File: config.mk
export PLATFORM = sky130hd
export DESIGN_NAME = f1_start_ctrl
export DESIGN_NICKNAME = d
export VERILOG_FILES = /design/src/rtl/f1_pkg.sv /design/src/rtl/f1_tick.sv /design/src/rtl/f1_start_ctrl.sv
export SDC_FILE = /design/constraint.sdc
export NUM_CORES = 1
export LEC_CHECK = 0
export CAP_MARGIN = 10
export CORE_MARGIN = 2
export CORE_UTILIZATION = 30
export CTS_CLUSTER_SIZE = 28
export DETAILED_ROUTE_END_ITERATION = 6
export GPL_ROUTABILITY_DRIVEN = 0
export GPL_TIMING_DRIVEN = 0
export RECOVER_POWER = 25
export SKIP_CTS_REPAIR_TIMING = 1
export SLEW_MARGIN = 20
export SYNTH_ARGS = -nofsm -noshare
export SYNTH_HDL_FRONTEND = slang
export SYNTH_SLANG_ARGS = --single-unit
File: constraint.sdc
create_clock -name clk -period 2.3 [get_ports clk]
set_input_delay 0.46 -clock clk [delete_from_list [all_inputs] [get_ports clk]]
set_output_delay 0.46 -clock clk [all_outputs]
set_load 0.005 [all_outputs]
File: src/rtl/f1_pkg.sv
// Shared types and constants for the F1 start-light sequencer.
package f1_pkg;

  typedef enum logic [1:0] {
    IDLE   = 2'd0,
    LIGHTS = 2'd1,
    HOLD   = 2'd2,
    OUT    = 2'd3
  } f1_ctrl_state_t;

  localparam int          F1_LIGHTS        = 8;
  localparam logic [15:0] F1_REACT_INVALID = 16'hFFFF;
  localparam logic [15:0] F1_REACT_LIMIT   = 16'hFFFE;

  localparam int F1_LFSR_W      = 7;
  localparam int F1_LFSR_TAP_HI = 6;
  localparam int F1_LFSR_TAP_LO = 2;

  // Thermometer code with the lowest n lights on.
  function automatic logic [7:0] f1_light_mask(input logic [3:0] n);
    logic [8:0] m;
    m = (9'd1 << n) - 9'd1;
    return m[7:0];
  endfunction

endpackage

File: src/rtl/f1_tick.sv
// Light-tick divider: one-cycle tick every TICK_CYCLES enabled clocks.
module f1_tick #(
  parameter int TICK_CYCLES = 8
) (
  input  logic clk,
  input  logic rst,
  input  logic clr,
  input  logic en,
  output logic tick
);

  localparam int               CNT_W = $clog2(TICK_CYCLES);
  localparam logic [CNT_W-1:0] LAST  = CNT_W'(TICK_CYCLES - 1);

  logic [CNT_W-1:0] count;

  always_ff @(posedge clk) begin
    if (rst || clr) begin
      count <= '0;
    end else if (en) begin
      count <= (count == LAST) ? '0 : count + CNT_W'(1);
    end
  end

  assign tick = en && (count == LAST);

endmodule

File: src/rtl/f1_start_ctrl.sv
// F1 start-light sequencer with optional reaction timer (F1_REACTION_TIMER_EN).
// Lights step on per tick, hold for a pseudo-random time, then go dark with a go pulse.
module f1_start_ctrl
  import f1_pkg::*;
#(
  parameter int         TICK_CYCLES = 8,
  parameter int         HOLD_MIN    = 2,
  parameter logic [6:0] LFSR_SEED   = 7'h01
) (
  input  logic        clk,
  input  logic        rst,
  input  logic        trigger,
  input  logic        react,
  output logic [7:0]  data_out,
  output logic        busy,
  output logic        go,
  output logic [15:0] reaction_time,
  output logic        reaction_valid
);

  localparam int HOLD_W = $clog2(HOLD_MIN + 16) + 1;

  f1_ctrl_state_t       state;
  logic [3:0]           light_cnt;
  logic [HOLD_W-1:0]    hold_cnt;
  logic [F1_LFSR_W-1:0] lfsr;
  logic                 trig_prev;
  logic                 accept;
  logic                 tick;
  logic                 tick_en;

`ifdef F1_REACTION_TIMER_EN
  logic        jump;
  logic [15:0] react_cnt;
`else
  logic unused_react;
  assign unused_react   = react;
  assign reaction_time  = '0;
  assign reaction_valid = 1'b0;
`endif

  assign accept  = trigger && !trig_prev && (state == IDLE);
  assign tick_en = (state == LIGHTS) || (state == HOLD);

  f1_tick #(
    .TICK_CYCLES(TICK_CYCLES)
  ) u_tick (
    .clk (clk),
    .rst (rst),
    .clr (accept),
    .en  (tick_en),
    .tick(tick)
  );

  always_ff @(posedge clk) begin
    if (rst) begin
      state     <= IDLE;
      light_cnt <= '0;
      hold_cnt  <= '0;
      lfsr      <= LFSR_SEED;
      trig_prev <= 1'b0;
      go        <= 1'b0;
`ifdef F1_REACTION_TIMER_EN
      jump           <= 1'b0;
      react_cnt      <= '0;
      reaction_time  <= '0;
      reaction_valid <= 1'b0;
`endif
    end else begin
      lfsr      <= {lfsr[F1_LFSR_W-2:0], lfsr[F1_LFSR_TAP_HI] ^ lfsr[F1_LFSR_TAP_LO]};
      trig_prev <= trigger;
      go        <= 1'b0;
`ifdef F1_REACTION_TIMER_EN
      reaction_valid <= 1'b0;
`endif
      case (state)
        IDLE: begin
          if (accept) begin
            state     <= LIGHTS;
            light_cnt <= '0;
`ifdef F1_REACTION_TIMER_EN
            jump      <= 1'b0;
`endif
          end
        end
        LIGHTS: begin
`ifdef F1_REACTION_TIMER_EN
          if (react) jump <= 1'b1;
`endif
          if (tick) begin
            light_cnt <= light_cnt + 4'd1;
            if (light_cnt == 4'(F1_LIGHTS - 1)) begin
              state    <= HOLD;
              hold_cnt <= HOLD_W'(HOLD_MIN) + HOLD_W'(lfsr[3:0]);
            end
          end
        end
        HOLD: begin
`ifdef F1_REACTION_TIMER_EN
          if (react) jump <= 1'b1;
`endif
          if (tick) begin
            if (hold_cnt == HOLD_W'(1)) begin
              state <= OUT;
              go    <= 1'b1;
`ifdef F1_REACTION_TIMER_EN
              react_cnt <= '0;
              // A press sampled on this very edge still counts as a jump start.
              if (jump || react) begin
                reaction_time  <= F1_REACT_INVALID;
                reaction_valid <= 1'b1;
              end
`endif
            end else begin
              hold_cnt <= hold_cnt - HOLD_W'(1);
            end
          end
        end
        OUT: begin
`ifdef F1_REACTION_TIMER_EN
          if (jump) begin
            state <= IDLE;
            jump  <= 1'b0;
          end else if (react) begin
            state          <= IDLE;
            reaction_time  <= react_cnt + 16'd1;
            reaction_valid <= 1'b1;
          end else if (react_cnt == F1_REACT_LIMIT) begin
            state          <= IDLE;
            reaction_time  <= F1_REACT_INVALID;
            reaction_valid <= 1'b1;
          end else begin
            react_cnt <= react_cnt + 16'd1;
          end
`else
          state <= IDLE;
`endif
        end
        default: state <= IDLE;
      endcase
    end
  end

  always_comb begin
    data_out = '0;
    case (state)
      LIGHTS:  data_out = f1_light_mask(light_cnt);
      HOLD:    data_out = 8'hFF;
      default: data_out = '0;
    endcase
  end

  assign busy = (state != IDLE);

endmodule

== Word level (Yosys, flattened, before mapping) ==
Cells that the tools add are included.

* $add $sub $neg: 5
* Equal/unequal tests: 12
* Shift operators: 1
* Muxes and demuxes: 17
* Bitwise logic cells: 3
* Reductions and logical operators: 14

{| class="wikitable"
|+ Operators with widths
! kind !! number
|-
| 6-bit two-way mux || 4
|-
| 8-bit case mux with 2 select lines || 1
|-
| 6-bit case mux with 2 select lines || 1
|-
| 2-bit two-way mux || 5
|-
| 5-bit AND reduction || 2
|-
| 4-bit two-way mux || 2
|-
| 2-bit case mux with 4 select lines || 1
|-
| 4-bit case mux with 2 select lines || 1
|-
| 1-bit by 4-bit << shifter with 8-bit output (first input constant) || 1
|-
| 8-bit by 1-bit subtractor with 8-bit output (second input constant) || 1
|-
| 6-bit by 1-bit == test with 1-bit output (second input constant) || 1
|-
| 2-bit by 1-bit != test with 1-bit output (second input constant) || 3
|-
| 2-bit != test (second input constant) || 3
|-
| 2-bit nonzero test || 3
|-
| 6-bit by 1-bit subtractor with 6-bit output (second input constant) || 1
|-
| 2-bit by 4-bit adder with 5-bit output (first input constant) || 1
|-
| 4-bit by 1-bit adder with 4-bit output (second input constant) || 1
|-
| 2-bit == test (second input constant) || 2
|-
| 4-bit by 3-bit == test with 1-bit output (second input constant) || 1
|-
| 3-bit by 1-bit adder with 3-bit output (second input constant) || 1
|-
| 3-bit == test (second input constant) || 1
|-
| 1-bit logical AND || 3
|-
| 3-bit two-way mux || 1
|-
| 3-bit AND reduction || 1
|-
| 8 further kinds || 10
|}

* Flip-flop bits (word level): 24
* Logic and storage cells: 59

== Depth between registers and ports, before layout ==
* Depth in word-level cells: 5
* Depth in mapped cells: 9
* Mapped depth without buffers: 8

== Hierarchy ==
Synthesis repeated with hierarchy kept, for this count alone.

* Cells, all modules: 207
* Area total of the unflattened synthesis: 1,726.7 sq um

{| class="wikitable"
|+ Modules (own cells, without submodules)
! module !! times used !! cells each !! area each (sq um)
|-
| f1_start_ctrl || 1 || 193 || 1,571.5
|-
| f1_tick || 1 || 14 || 155.1
|}

== Least setup slack after synthesis ==
Ideal clock, no wire load.

* Path type: register to output
* Start: register light_cnt[0]
* End: output port data_out[6]
* Arrival: 1,783 ps
* Setup slack: 57 ps
* Cell stages (with the launch flop): 10
* Path buffers: 1
* Path through: dfxtp_1 inv_1 ha_1 clkbuf_1 nand2_1 ha_1 nand2b_1 nor3_1 mux2_1 a21oi_1

* Word-level cells in the longest chain between the ends: 3

{| class="wikitable"
|+ RTL lines
! element !! line !! text
|-
| start: declaration || f1_start_ctrl.sv:24 || <nowiki>logic [3:0] light_cnt;</nowiki>
|-
| start signal: assignment || f1_start_ctrl.sv:91 || <nowiki>light_cnt <= light_cnt + 4'd1;</nowiki>
|-
| 1-bit by 4-bit << shifter with 8-bit output || f1_pkg.sv:22 || <nowiki>m = (9'd1 << n) - 9'd1;</nowiki>
|-
| 8-bit by 1-bit subtractor with 8-bit output || f1_pkg.sv:22 ||
|-
| 8-bit case mux with 2 select lines || f1_start_ctrl.sv:146 || <nowiki>case (state)</nowiki>
|-
| end: declaration || f1_start_ctrl.sv:14 || <nowiki>output logic [7:0] data_out,</nowiki>
|}

No other way between the ends.

== Worst setup path after layout ==
Ends and elaborated chain as after synthesis.

==> metrics.yaml <==
status: "finished, violations left"
violations: "negative setup slack"
vias: 1428
multi_input_area_um2: 1210
ctsHtreeMaxLevel: 1
fin_util_pct: 41.0
synth-simple-area-share_pct: 22.0
ys_warn_count: 0
max_freq_mhz: 402
crit_buf_inv: 1
p_leak_nw: 1.00
synth_area_leaders: "dfxtp_1, ha_1, buf_4"
regArea_um2: 490
synth_ff_type: "dfxtp_1"
grt_pass1_wl_mm: 5.47
synthAdderAreaFrac_pct: 11.7
cts-root-buf: "clkbuf_8"
hold_path.class: "input port to register"
p_seq_share_pct: 27.6
core-area_um2: 5510
max_stage_delay_ns: 0.38
worst_setup_path_end_kind: "output pin"
first_iter_violations: 63
grt_usage_pct: 10.9
critPathRequiredTime_ns: 1.84
yosysSeqAreaShare_pct: 28.0
cts.sinks: 24
setup_viol: 1
fin_worst_hold_slack_ns: 0.416
num_rows: 27
cp-start-kind: "register"
intPower_w: 0.00113
synth_compound_gate_area_share_pct: 16.6
power_frac_clock_pct: 21.1
port_buffers: 11
final.setup.tns_ns: -0.187
hold_violations: 0
synth_edf_count: 0
finalMaxSlewViolations: 0
fin_crit_sh_pct: 108
grt_overflow: 0
synth_top_area_share_pct: 28.0
synthMuxAreaShare_pct: 4.89
die-area_um2: 6330
pin_count: 31
async_flop_share_pct: 0
critPathArrivalTime_ns: 2.03
grt_max_degree: 15
syn_area_um2: 1710
dpl.hpwl_mm: 2.55
grt_use_met1_pct: 15.5
worstSkewPairLatency_ns: 0.27
power_density_nw_per_um2: 794
rsz0062_at_grt: "yes"
diodes: 0
viasPerCell: 4.62
synth.avg_cell_area_um2: 8.57
fillers: 568
numCtsBuffers: 3
grt_pass1_vias: 1181
synth_top_family_by_area: "simple AND/OR/NAND/NOR gates"
cts_tree: "yes"
combPwrFrac_pct: 51.3
ant_nets: 0
ir_worst_vdd_uv: 505
crit_chain: "ha_2 > ha_4 > nand2b_4 > nor3_4 > mux2_4 > a21oi_2 > clkbuf_2"
grtUsageMet3_pct: 1.36
path_clk_slew_ns: 0.09
antenna_found_initial: 0
cap_violations: 0
synthTopCellsByCount: "dfxtp_1, nor2_1, buf_4"
netlist_instances: 200
critPathSlowestCell: "dfxtp_4"
worst_slack_ns: -0.187
netSwitchingFraction_pct: 37.1
grt_util_met2_pct: 16.1
final.min_clock_period_ns: 2.49
first_pass_iters: 4
initial_core_util_pct: 31.1
fp.dieW_um: 79.6
post-synth-top-count-cell: "dfxtp_1"
p_sw_w: 0.000666
drc: 0
nets: 258
drt-total-wl_mm: 3.62
critPathKind: "register to output pin"
synthXorXnorAreaFrac_pct: 3.58
wl_per_cell_um: 11.7
ys_ff_latch: 24
path_delay_family: "adder cells"
finClkSkew_ns: 0.00469
crit_fanout: 6
synth_cell_type_count: 44
area_delta_synth_final_pct: 31.8
yosysTopAreaCell: "dfxtp_1"
drive_gt1_share_pct: 27.8
cts.path.max_buffers: 2
grt.busiest_layer: "met2"
die_h_um: 79.6
-- registers in the layout (all words and copies together), names as in the netlist --
signal and count:
lfsr 7, go 1, trig_prev 1, u_tick.count 3, state 2, hold_cnt 6, light_cnt 4
-- worst paths after layout --
kind | start | endpoint | slack [ns] | cells after the start
max reg2reg | state[1] | light_cnt[3] | 0.44 | 7
min reg2reg | lfsr[4] | lfsr[5] | 0.46 | 1
min | rst | light_cnt[1] | 0.42 | 2
max | light_cnt[0] | data_out[6] | -0.19 | 7
-- cells in the final DEF (no fill, tap or decap), types with 4 or more instances in the layout --
cell type and count:
nor3_1 5, nand3_1 4, buf_4 24, dfxtp_1 20, a21oi_1 13, nor2_1 16, buf_6 4, mux2i_1 5
xor2_1 4, nand2b_1 5, ha_1 9, ha_4 5, dlymetal6s2s_1 5, conb_1 17, nor2b_1 8, clkbuf_8 4
inv_1 11, nand2_1 10
-- cell families (layout without fill, tap and decap cells) --
kind of cell,Yosys count,count (layout)
AO/OA/AOI/OAI,40,40
XOR/XNOR,7,7
adder cells (fa/ha/maj),16,16
buffers and inverters,37,58
flip-flops,24,24
multiplexers,8,8
other,1,17
AND/OR/NAND/NOR,67,67
-- through the flow --
stage | area, µm² | setup slack (ns) | std cells | total power, W
2_1_floorplan | 1770 | 0.0569 | 216 | 0.00107
3_3_place_gp | 1970 | -0.623 | 299 | 0.00123
3_5_place_dp | 1970 | -0.666 | 299 | 0.00124
4_1_cts | 2050 | -0.991 | 303 | 0.00163
5_1_grt | 2260 | -0.283 | 309 | 0.00193
6_report | 2260 | -0.187 | 309 | 0.00179
-- power groups by stage --
stage / Clock, W / Sequential [W] / Combinational, W
final: 0.000379 / 0.000495 / 0.000920
after detailed placement: 0 / 0.000493 / 0.000751
after global placement: 0 / 0.000492 / 0.000736
after CTS: 0.000395 / 0.000484 / 0.000755
after global routing: 0.000415 / 0.000500 / 0.00101
after floorplan: 0 / 0.000486 / 0.000588
-- final cells by class --
type | instances | area share (%)
Multi-Input combinational cell | 155 | 53.4
Sequential cell | 24 | 21.7
Buffer | 23 | 8.42
Timing Repair Buffer | 18 | 7.09
Tap cell | 72 | 3.99
Inverter | 13 | 2.27
Clock buffer | 3 | 1.83
Clock inverter | 1 | 1.33
-- worst register-to-register path: cells and delay by family, from the launching register on --
kind	cells	cell delay [ns]
buffers and inverters	2	0.22
adder cells (fa/ha/maj)	1	0.30
AND/OR/NAND/NOR	2	0.24
multiplexers	1	0.32
AO/OA/AOI/OAI	1	0.31
flip-flops	1	0.37
-- routing by layer --
layer,share of wire (%),up-vias,routed length (µm)
met2,46,38,1660
met5,0,-,0
met3,4.4,7,161
met1,48,651,1730
met4,2.0,0,74
li1,-,732,-
No activity file was read; power rests on OpenSTA's default activity.
